### config.mk
export PLATFORM = sky130hd
export DESIGN_NAME = data_mem_access_unit
export DESIGN_NICKNAME = d
export VERILOG_FILES = /design/src/rtl/data_mem_access_unit.sv
export SDC_FILE = /design/constraint.sdc
export NUM_CORES = 1
export LEC_CHECK = 0
export ABC_AREA = 1
export CORE_MARGIN = 1
export CORE_UTILIZATION = 48
export CTS_BUF_LIST = sky130_fd_sc_hd__clkbuf_8
export DETAILED_ROUTE_END_ITERATION = 6
export PLACE_DENSITY = 0.84
export SLEW_MARGIN = 30
export SYNTH_ARGS = -nofsm -noshare
export SYNTH_HDL_FRONTEND = slang
export SYNTH_SLANG_ARGS = --single-unit
### constraint.sdc
create_clock -name clk -period 1.93 [get_ports clk]
set_clock_uncertainty 0.05 [all_clocks]
set_input_delay 0.579 -clock clk [delete_from_list [all_inputs] [get_ports clk]]
set_output_delay 0.579 -clock clk [all_outputs]
set_load 0.005 [all_outputs]
### src/rtl/data_mem_access_unit.sv
// Load/store unit between the MIPS datapath and the data-memory bus.
// Issues one registered req/ack bus cycle per aligned access, stalls the
// datapath until the access resolves, and returns extended load data.
//
// state  | meaning
// -------+-----------------------------------------------------------
// S_IDLE | no bus cycle; accept a new aligned access or flag misalign
// S_WAIT | bus_req held, waiting for bus_ack or timeout
// S_DONE | access resolved; stall released so the datapath commits
module data_mem_access_unit #(
  parameter int TIMEOUT = 255
) (
  input  logic        clk,
  input  logic        rst,
  input  logic        mem_req,
  input  logic        mem_we,
  input  logic [1:0]  mem_size,
  input  logic        mem_uns,
  input  logic [31:0] addr,
  input  logic [31:0] wdata,
  output logic [31:0] rdata,
  output logic        stall,
  output logic        addr_err,
  output logic        bus_err,
  output logic        bus_req,
  output logic        bus_we,
  output logic [31:0] bus_addr,
  output logic [3:0]  bus_be,
  output logic [31:0] bus_wdata,
  input  logic        bus_ack,
  input  logic [31:0] bus_rdata
);

  typedef enum logic [1:0] {S_IDLE, S_WAIT, S_DONE} state_t;

  state_t      r_state;
  state_t      w_next_state;
  logic        w_accept;
  logic        w_ack_done;
  logic        w_timeout;
  logic        w_misaligned;
  logic [3:0]  w_be;
  logic [31:0] w_wdata_rep;

  logic [15:0] r_cnt;
  logic [1:0]  r_lane;
  logic [1:0]  r_size;
  logic        r_uns;
  logic [31:0] r_rdata;
  logic        r_addr_err;
  logic        r_bus_err;
  logic        r_bus_req;
  logic        r_bus_we;
  logic [31:0] r_bus_addr;
  logic [3:0]  r_bus_be;
  logic [31:0] r_bus_wdata;

  // Picks the addressed lane out of the read word and extends it.
  function automatic logic [31:0] f_extract(input logic [31:0] d, input logic [1:0] lane,
                                            input logic [1:0] sz, input logic uns);
    logic [7:0]  b;
    logic [15:0] h;
    case (lane)
      2'd0:    b = d[7:0];
      2'd1:    b = d[15:8];
      2'd2:    b = d[23:16];
      default: b = d[31:24];
    endcase
    h = lane[1] ? d[31:16] : d[15:0];
    case (sz)
      2'b00:   f_extract = {{24{~uns & b[7]}}, b};
      2'b01:   f_extract = {{16{~uns & h[15]}}, h};
      default: f_extract = d;
    endcase
  endfunction

  assign w_misaligned = mem_req & (((mem_size == 2'b01) & addr[0]) |
                                   (mem_size[1] & (addr[1:0] != 2'b00)));

  // Reset is folded in so stall reads 0 while rst is held low.
  assign stall = rst & mem_req & ~w_misaligned & (r_state != S_DONE);

  // Byte enables and lane-replicated store data for the incoming access.
  always_comb begin
    w_be        = 4'b1111;
    w_wdata_rep = wdata;
    case (mem_size)
      2'b00: begin
        w_be        = 4'b0001 << addr[1:0];
        w_wdata_rep = {4{wdata[7:0]}};
      end
      2'b01: begin
        w_be        = addr[1] ? 4'b1100 : 4'b0011;
        w_wdata_rep = {2{wdata[15:0]}};
      end
      default: ;
    endcase
  end

  // State register.
  always_ff @(posedge clk or negedge rst) begin
    if (!rst) r_state <= S_IDLE;
    else      r_state <= w_next_state;
  end

  // Next-state decode; ack on the final WAIT cycle beats the timeout.
  always_comb begin
    w_next_state = r_state;
    w_accept     = 1'b0;
    w_ack_done   = 1'b0;
    w_timeout    = 1'b0;
    case (r_state)
      S_IDLE: begin
        if (mem_req && !w_misaligned) begin
          w_next_state = S_WAIT;
          w_accept     = 1'b1;
        end
      end
      S_WAIT: begin
        if (bus_ack) begin
          w_next_state = S_DONE;
          w_ack_done   = 1'b1;
        end else if (r_cnt == 16'(TIMEOUT - 1)) begin
          w_next_state = S_DONE;
          w_timeout    = 1'b1;
        end
      end
      default: w_next_state = S_IDLE;
    endcase
  end

  // Bus outputs, load data, error pulses and the WAIT cycle counter.
  always_ff @(posedge clk or negedge rst) begin
    if (!rst) begin
      r_cnt       <= '0;
      r_lane      <= '0;
      r_size      <= '0;
      r_uns       <= 1'b0;
      r_rdata     <= '0;
      r_addr_err  <= 1'b0;
      r_bus_err   <= 1'b0;
      r_bus_req   <= 1'b0;
      r_bus_we    <= 1'b0;
      r_bus_addr  <= '0;
      r_bus_be    <= '0;
      r_bus_wdata <= '0;
    end else begin
      r_addr_err <= (r_state == S_IDLE) & w_misaligned;
      r_bus_err  <= w_timeout;
      if (w_accept) begin
        r_bus_req   <= 1'b1;
        r_bus_we    <= mem_we;
        r_bus_addr  <= {addr[31:2], 2'b00};
        r_bus_be    <= w_be;
        r_bus_wdata <= w_wdata_rep;
        r_lane      <= addr[1:0];
        r_size      <= mem_size;
        r_uns       <= mem_uns;
        r_cnt       <= '0;
      end else if (w_ack_done || w_timeout) begin
        r_bus_req <= 1'b0;
        r_bus_we  <= 1'b0;
        r_bus_be  <= '0;
        if (!r_bus_we)
          r_rdata <= w_ack_done ? f_extract(bus_rdata, r_lane, r_size, r_uns) : '0;
      end else if (r_state == S_WAIT) begin
        r_cnt <= r_cnt + 16'd1;
      end else if (r_state == S_DONE) begin
        r_cnt <= '0;
      end
    end
  end

  assign rdata     = r_rdata;
  assign addr_err  = r_addr_err;
  assign bus_err   = r_bus_err;
  assign bus_req   = r_bus_req;
  assign bus_we    = r_bus_we;
  assign bus_addr  = r_bus_addr;
  assign bus_be    = r_bus_be;
  assign bus_wdata = r_bus_wdata;

endmodule

==> summary.txt <==
Yosys top cell area share = 50.2%
Crit path time final = 1.89 ns
Place WS = -0.541 ns
CTS Hold Bufs = 0
Hold Path Class = in2async
Crit path capture type = primary output
Largest cells by area after synthesis = dfrtp_1 (50%), nand2_1 (21%), nor2_1 (5.3%)
FF-to-FF End = rdata[28]$_DFFE_PN0P_
Syn-to-layout area delta = 45.8%
Initial antenna violation count = 1
H-tree lvl count = 4
Chip Width = 116 um
Die H = 116 um
GRT overflow = 0
Outcome = finished clean
Setup TNS Final = 0 ns
Max Slew Vio Count = 0
CTS Buffer Depth = 2
IO Count = 209
Worst Max-Slew Pin Slew = 0.649 ns
Port-buffer cells = 206
Final period utilization = 97.8%
Largest fanout on the critical path = 2
Slew margin rel. = 56.7%
Gate Count Post-Synth = 830
Number of buffers created by CTS = 17
Startpoint types = flip-flop
Syn avg cell area = 7.51 um^2
Layout cells sized above 1 = 11.1%
Post-layout instance area = 0.00909 mm^2
Cell Area, Placed = 0.00868 mm^2
First-pass GRT wire length = 29300 um
CP Data Required Time = 1.30 ns
Starting DRT DRC Count = 547
Crit path DAT = 1.26 ns
WHS = 0.164 ns
Initial Util = 49.4%
Dpl cells = 1212
Drt first pass iters = 5
Via count = 6397
Crit Path Class = reg2out
RePlAce Congestion = 0.891
Most frequent cells in the layout = nand2_1 (340), dfrtp_1 (124), dlygate4sd2_1 (103)
CTS tree = yes
Largest net degree at the start of global routing = 51
Clk_lat worst skew = 0.44 ns
Overall Global Routing Usage = 28.5%
Cell variety after synth = 32
Core area = 0.0126 mm^2
Mapped cell area = 0.00623 mm^2
Antenna viol nets, final = 0
WL/cell = 14.4 um
Leak = 4.77 nW
Fin cells = 1261
Vias in the first global route = 6186
Setup slack, reg-to-reg = 0.17 ns
Final Hold Fails = 0
Commonest non-fill, non-tap cell in the layout = nand2_1
Leading area contributor after synthesis = dfrtp_1
Clk root buf = clkbuf_8
Nets = 1182
Pwr/cell area = 1040 mW/mm^2
Fmax = 0.530 GHz
RR Startpoint = r_cnt[0]$_DFFE_PN0P_
Via density = 5.07
RSZ-0062 raised after global routing = yes
Routed WL = 18100 um
Seq/Total Area, Yosys = 50.2%
Final setup violating endpoints = 0
Row cnt = 41
Worst reg2reg path depth = 9
Maxcap violations = 0
Pwr Total = 9.42 mW
Die ar. = 0.0134 mm^2
Synth Register Bits = 125
Clock sinks = 125
Worst VDD drop = 0.607 mV
Post-DP HPWL = 13000 um
Yosys warning count = 0
Setup WS post-layout = 0.0429 ns
CTS clk-pin slew, worst paths = 0.08 ns
DR DRC count = 0
Final Util = 72.0%
==> synthesized netlist by cell type <==
library cell	instances
a21oi_1	47
nor2_1	88
buf_2	12
conb_1	1
nand3_4	1
nor3_1	2
o21bai_1	4
nand2_1	342
nor2_2	3
a41oi_1	2
o21ai_0	53
clkinv_1	2
buf_1	2
o211ai_1	3
nand2_2	3
nand4_2	1
nand4_1	7
o21ai_1	4
xor2_1	2
clkbuf_1	11
dfrtp_1	125
xnor2_1	4
nand3_2	3
buf_4	5
inv_2	2
ha_1	2
or2_2	7
nand3_1	37
buf_6	7
nand2_4	2
a31oi_1	2
inv_1	44
==> critical path: stages (launching register included) <==
cell and delay, ns:
dfrtp_1 0.40, nand2_2 0.08, nand3_2 0.10, a21oi_2 0.11
buf_2 0.12
==> flip-flops by register name (all words and copies together) (netlist names) <==
register   cells
r_cnt         16
bus_wdata     32
r_size         2
r_state        2
bus_req        1
r_lane         2
addr_err       1
bus_be         4
bus_we         1
bus_err        1
rdata         32
r_uns          1
bus_addr      30
==> cell type report <==
cell class                      instances  area [um^2]
Antenna cell                            1         2.50
Clock buffer                           18          248
Clock inverter                         13          125
Fill cell                            1063         3530
Inverter                               48          180
Multi-Input combinational cell        621         2740
Sequential cell                       125         3130
Tap cell                              172          215
Timing Repair Buffer                  263         2450
==> where the power goes <==
part           switching, mW  leakage, nW  internal [mW]  total, mW
clock                   1.05        0.191           1.16       2.21
combinational           1.69         2.99           1.68       3.37
sequential             0.476         1.59           3.37       3.84
==> how the worst max path moves through the flow <==
stage | startpoint | endpoint | slack [ns] | cells past startpoint
after detailed placement | mem_req | stall | -0.54 | 4
after global routing | r_state[1]$_DFFE_PN0P_ | stall | -0.04 | 4
final | r_state[1]$_DFFE_PN0P_ | stall | 0.04 | 4
after floorplan | mem_size[1] | stall | 0.19 | 4
after global placement | mem_req | stall | -0.56 | 4
after CTS | addr[0] | stall | -0.12 | 5
==> repair_timing <==
action                                  in CTS  in global routing
pin swaps                                    0                  3
buffers inserted                            16                  1
endpoints found under the setup margin     102                 47
hold endpoints to repair                     0                  0
gates resized for setup                    108                 14
==> layer usage <==
layer | vias up | GRT usage, % | share of wire [%]
met2 | 249 | 44.6 | 48
met1 | 2992 | 36.2 | 42
met5 | - | 0 | 0
li1 | 3111 | - | -
met4 | 0 | 13.3 | 2.8
met3 | 45 | 8.63 | 8.0
==> cells by family after synthesis <==
family / synth area share [%]
flip-flops: 50.2
AO/OA/AOI/OAI: 9.67
AND/OR/NAND/NOR: 32.4
buffers and inverters: 6.50
XOR/XNOR: 0.843
other: 0.0601
adder cells (fa/ha/maj): 0.401
Note: power is estimated with default switching activity, not from simulation.
